$ cat src/rtl/uart_tx_feeder.sv
// uart_tx_feeder: byte FIFO feeding a UART transmitter through a three-state
// handshake (IDLE -> LOAD -> BUSY).
//
// Define UART_TXF_OVF_EN to build the sticky overflow flag. Without it,
// ovf_o is tied to 0 and no overflow logic is built.
//
//   state | meaning
//   IDLE  | no frame in progress; pops the FIFO head when not empty
//   LOAD  | byte on t_data_o, tx_en_o high, waiting for a baud tick
//   BUSY  | transmitter owns the byte; waiting for t_done_i
module uart_tx_feeder #(
  parameter int DEPTH = 16
) (
  input  logic                     clk_i,
  input  logic                     rst_i,
  input  logic                     wr_en_i,
  input  logic [7:0]               wr_data_i,
  input  logic                     flush_i,
  input  logic                     tx_tick_i,
  input  logic                     t_done_i,
  output logic [7:0]               t_data_o,
  output logic                     tx_en_o,
  output logic                     full_o,
  output logic                     empty_o,
  output logic [$clog2(DEPTH):0]   count_o,
  output logic                     busy_o,
  output logic                     ovf_o
);

  localparam int AW = $clog2(DEPTH);
  localparam int CW = AW + 1;

  typedef enum logic [1:0] {
    IDLE = 2'd0,
    LOAD = 2'd1,
    BUSY = 2'd2
  } state_t;

  state_t         state;
  state_t         next_state;
  logic [7:0]     mem [DEPTH];
  logic [AW-1:0]  wr_ptr;
  logic [AW-1:0]  rd_ptr;
  logic           pop;
  logic           push_ok;

  assign full_o  = (count_o == CW'(DEPTH));
  assign empty_o = (count_o == '0);

  // A flush discards the whole queue, so it also suppresses a pop that cycle.
  // A pop frees a slot, which lets a push to a full FIFO go through.
  assign push_ok = wr_en_i && !flush_i && (!full_o || pop);

  assign tx_en_o = (state == LOAD);
  assign busy_o  = (state != IDLE) || !empty_o;

  // FSM state register
  always_ff @(posedge clk_i or negedge rst_i) begin
    if (!rst_i) begin
      state <= IDLE;
    end else begin
      state <= next_state;
    end
  end

  // FSM next-state and pop decision
  always_comb begin
    next_state = state;
    pop        = 1'b0;
    case (state)
      IDLE: begin
        if (!empty_o && !flush_i) begin
          pop        = 1'b1;
          next_state = LOAD;
        end
      end
      LOAD: begin
        if (tx_tick_i) begin
          next_state = BUSY;
        end
      end
      BUSY: begin
        if (t_done_i) begin
          next_state = IDLE;
        end
      end
      default: begin
        next_state = IDLE;
      end
    endcase
  end

  // FIFO storage; no reset needed, validity is tracked by count_o
  always_ff @(posedge clk_i) begin
    if (push_ok) begin
      mem[wr_ptr] <= wr_data_i;
    end
  end

  // Read/write pointers wrap naturally because DEPTH is a power of two
  always_ff @(posedge clk_i or negedge rst_i) begin
    if (!rst_i) begin
      wr_ptr <= '0;
      rd_ptr <= '0;
    end else if (flush_i) begin
      wr_ptr <= '0;
      rd_ptr <= '0;
    end else begin
      if (push_ok) begin
        wr_ptr <= wr_ptr + AW'(1);
      end
      if (pop) begin
        rd_ptr <= rd_ptr + AW'(1);
      end
    end
  end

  // Occupancy counter; a simultaneous push and pop leaves it unchanged
  always_ff @(posedge clk_i or negedge rst_i) begin
    if (!rst_i) begin
      count_o <= '0;
    end else if (flush_i) begin
      count_o <= '0;
    end else begin
      case ({push_ok, pop})
        2'b10:   count_o <= count_o + CW'(1);
        2'b01:   count_o <= count_o - CW'(1);
        default: count_o <= count_o;
      endcase
    end
  end

  // Output byte register, loaded only on a pop and held through LOAD and BUSY.
  // On a simultaneous push and pop when full, both pointers address the same
  // slot; the read here sees the old head before the write lands.
  always_ff @(posedge clk_i or negedge rst_i) begin
    if (!rst_i) begin
      t_data_o <= 8'h00;
    end else if (pop) begin
      t_data_o <= mem[rd_ptr];
    end
  end

`ifdef UART_TXF_OVF_EN
  logic drop;

  assign drop = wr_en_i && !flush_i && full_o && !pop;

  // Sticky overflow flag, cleared by flush or reset
  always_ff @(posedge clk_i or negedge rst_i) begin
    if (!rst_i) begin
      ovf_o <= 1'b0;
    end else if (flush_i) begin
      ovf_o <= 1'b0;
    end else if (drop) begin
      ovf_o <= 1'b1;
    end
  end
`else
  assign ovf_o = 1'b0;
`endif

endmodule
$ cat config.mk
export PLATFORM = sky130hd
export DESIGN_NAME = uart_tx_feeder
export DESIGN_NICKNAME = d
export VERILOG_FILES = /design/src/rtl/uart_tx_feeder.sv
export SDC_FILE = /design/constraint.sdc
export NUM_CORES = 1
export LEC_CHECK = 0
export ABC_AREA = 1
export ABC_CLOCK_PERIOD_IN_PS = 2200
export BUFFER_PORTS_ARGS = -buffer_cell sky130_fd_sc_hd__clkbuf_2
export CORE_ASPECT_RATIO = 0.8
export CORE_MARGIN = 3
export CORE_UTILIZATION = 61
export CTS_CLUSTER_DIAMETER = 150
export DETAILED_ROUTE_END_ITERATION = 10
export MAX_ROUTING_LAYER = met4
export PLACE_DENSITY = 0.83
export SYNTH_ARGS = -nofsm -noshare
export SYNTH_HDL_FRONTEND = slang
export SYNTH_SLANG_ARGS = --single-unit
$ cat constraint.sdc
create_clock -name clk_i -period 2.2 [get_ports clk_i]
set_input_delay 0.11 -clock clk_i [delete_from_list [all_inputs] [get_ports clk_i]]
set_output_delay 0.11 -clock clk_i [all_outputs]
set_load 0.02 [all_outputs]
==> impl_metrics.py <==
metrics = {
    "route": {
        "highest_layer": "met4",
        "viasPerCell": 5.71,
        "vias": 4552,
        "met1_length_um": 5750,
        "wl_um": 14900,
        "firstDrtPassIters": 5,
        "remaining_drc_errors": 0,
        "wire_per_inst_um": 18.7,
        "met3_length_um": 1590,
        "dr_wl_met2_um": 7280,
        "drt_iter0_drc": 561,
        "antenna_left": 0,
    },
    "finish": {
        "final_cell_mix": "142 x nor2_1, 128 x edfxtp_1, 61 x nand2_1, 61 x nand3_1, 47 x o21ai_0",
        "drive_gt1_share_pct": 18.9,
        "fin_util_pct": 73.3,
        "layout_commonest_cell": "nor2_1",
        "antennaDiodeCount": 0,
        "final_nets": 667,
        "area_growth_pct": 16.6,
        "fin_cells": 797,
    },
    "worst_setup_path": {
        "end_kind": "flop",
        "crit_slowest_cell": "dfrtp_2",
        "crit_arrival_ns": 2.38,
        "worstSetupPathType": "flop to flop",
        "slowest_delay_ns": 0.43,
        "worst-path-max-fanout": 4,
        "crit_chain": "nor2_2 -> nand3_2 -> nand4_1 -> buf_4 -> fa_1 -> inv_1 -> nand3_1 -> nand2_1 -> nand2_1 -> nand2_1 -> inv_1 -> a21oi_1 -> nand3_1 -> nand2_1",
        "worstPathRequired_ns": 2.55,
        "startpoint_type": "flop",
        "cp_top_family": "simple AND/OR/NAND/NOR gates",
        "cp_common_cell": "nand2_1",
        "worstPathBufferInverterCount": 3,
    },
    "pwr": {
        "pwr-share-comb_pct": 31.8,
        "clock_power_share_pct": 31.0,
        "switching_share_pct": 35.3,
        "p_switching_mw": 3.25,
        "leakage_nw": 2.93,
        "power_frac_seq_pct": 37.1,
        "pwr_density_cell_nw_per_um2": 1220,
        "ir_drop_mv": 0.762,
        "p_total_mw": 9.20,
        "intPower_mw": 5.96,
    },
    "global_routing": {
        "grt_max_degree": 65,
        "grt_pass1_wl_um": 22800,
        "grtUsageTotal_pct": 26.9,
        "antenna_found_initial": 0,
        "overflow": 0,
        "grt_pass1_vias": 4419,
    },
    "die": {
        "initial_core_util_pct": 62.9,
        "core_um2": 10300,
        "die_area_um2": 11900,
        "row_count": 33,
        "dieWidth_um": 121,
        "ios": 32,
        "die_y_um": 98.3,
    },
    "clocking": {
        "clk_pin_slew_ns": 0.06,
        "insertion_delay_ns": 0.41,
        "h-tree-depth": 4,
        "cts_tree": "done",
        "clock-sinks": 151,
        "numCtsBuffers": 17,
        "root_buffer": "clkbuf_16",
        "cts_buffer_depth": 2,
    },
    "timing": {
        "slew_headroom_pct": 54.0,
        "fin_ws_ns": 0.168,
        "setup_viol": 0,
        "fmax_mhz": 492,
        "finalHoldViolations": 0,
        "tightest_slew_ns": 0.689,
        "finalCriticalPeriod_ns": 2.03,
        "fin_skew_ns": 0.00657,
        "post-route-period-util_pct": 92.4,
        "slew_violations": 0,
    },
    "logic_synthesis": {
        "ys_seq_area_share_pct": 68.0,
        "yosysTopAreaCell": "edfxtp_1",
        "synth_fp_nets": 613,
        "syn_avg_cell_area_um2": 11.0,
        "synthTopCellsByArea": "edfxtp_1 59%, dfrtp_1 8.9%, nor2_1 8.4%",
        "postSynthCellCount": 590,
        "yosysUniqueCellTypes": 29,
        "synth_area_um2": 6490,
        "synth_seq_cells": 151,
        "yosys_warnings": 0,
        "synth_top_area_share_pct": 59.2,
    },
    "placement": {
        "placement.io_buffers": 30,
        "dp_hpwl_um": 9080,
        "post-place-ws_ns": 0.146,
        "globalplace.congestion": 0.877,
        "dp.cells": 760,
    },
    "status": {
        "status": "completed",
    },
    "run": {
        "drv_cap": 0,
    },
    "worst_hold_path": {
        "min_path_type": "primary input to flop",
    },
}
## worst register-to-register path: stages, from the launching register on
cell     delay (ns)
dfrtp_2        0.43
nor2_2         0.07
nand3_2        0.10
nand4_1        0.14
buf_4          0.17
fa_1           0.35
inv_1          0.10
nand3_1        0.09
nand2_1        0.08
nand2_1        0.05
nand2_1        0.07
inv_1          0.05
a21oi_1        0.11
nand3_1        0.08
nand2_1        0.08
## sequential cells by signal, indices dropped and copies added (netlist names)
signal	cells
rd_ptr	4
t_data_o	8
state	2
wr_ptr	4
mem	128
count_o	5
## synthesized netlist by cell type (all sizes together)
library cell / instances
nand4: 3
nor3: 1
nand3: 64
nand3b: 2
nand2: 66
xor2: 2
nor2: 155
buf: 23
a21oi: 6
dfrtp: 23
conb: 1
edfxtp: 128
ha: 8
inv: 24
nor3b: 1
and2: 1
clkinv: 2
clkbuf: 6
o21ai: 73
fa: 1
## final cells by class
type / count / area (um^2)
Multi-Input combinational cell: 384 / 1830
Tap cell: 140 / 175
Clock inverter: 10 / 80.1
Sequential cell: 151 / 4420
Inverter: 26 / 97.6
Fill cell: 685 / 2750
Timing Repair Buffer: 64 / 438
Clock buffer: 22 / 529
## worst paths after layout
path / slack (ns) / to / from / cells after the start
max: 0.17 / count_o[4] / count_o[2] / 14
min: 0.08 / count_o[4] / flush_i / 4
max reg2reg: 0.17 / count_o[4] / count_o[2] / 14
min reg2reg: 0.48 / t_data_o[6] / t_data_o[6] / 2
max in group asynchronous: 1.50 / count_o[2] / rst_i / 2
min in group asynchronous: 0.26 / rd_ptr[2] / rst_i / 2
## per-stage QoR
step	instance area (um^2)	hold slack [ns]	setup TNS, ns
6_report	7570	0.0843	0
5_1_grt	7570	0.0850	-0.0174
4_1_cts	7510	0.0350	0
3_5_place_dp	6870	0.140	0
3_3_place_gp	6870	0.135	0
2_1_floorplan	6490	-0.186	0
## metal layers
metal | track usage, % | vias up
met1 | 34.8 | 2129
met4 | 8.87 | 0
li1 | - | 2141
met5 | - | -
met2 | 40.6 | 245
met3 | 8.74 | 37
## what timing repair did
item | 4_1_cts | 5_1_grt
hold endpoints to repair | 25 | 0
gates resized for setup | 0 | 9
hold buffers | 3 | 0
endpoints found under the setup margin | 0 | 2
buffers inserted | 0 | 2
## cell families (layout without fill, tap and decap cells)
group                    after synthesis  in the layout  synth area share [%]
AO/OA/AOI/OAI                         79             79                  6.09
XOR/XNOR                               2              2                 0.270
adder cells (fa/ha/maj)                9              9                  1.85
buffers and inverters                 55            122                  4.45
flip-flops                           151            151                  68.0
other                                  1              1                0.0577
AND/OR/NAND/NOR                      293            293                  19.2
## power groups by stage
stage / combinational (mW) / clock (mW) / sequential, mW
final: 2.93 / 2.86 / 3.42
after global routing: 3.23 / 3.02 / 3.43
after CTS: 2.84 / 2.89 / 3.40
after detailed placement: 2.80 / 0 / 3.46
after global placement: 2.72 / 0 / 3.45
after floorplan: 1.91 / 0 / 3.56
Power figures use the tool's default switching activity.
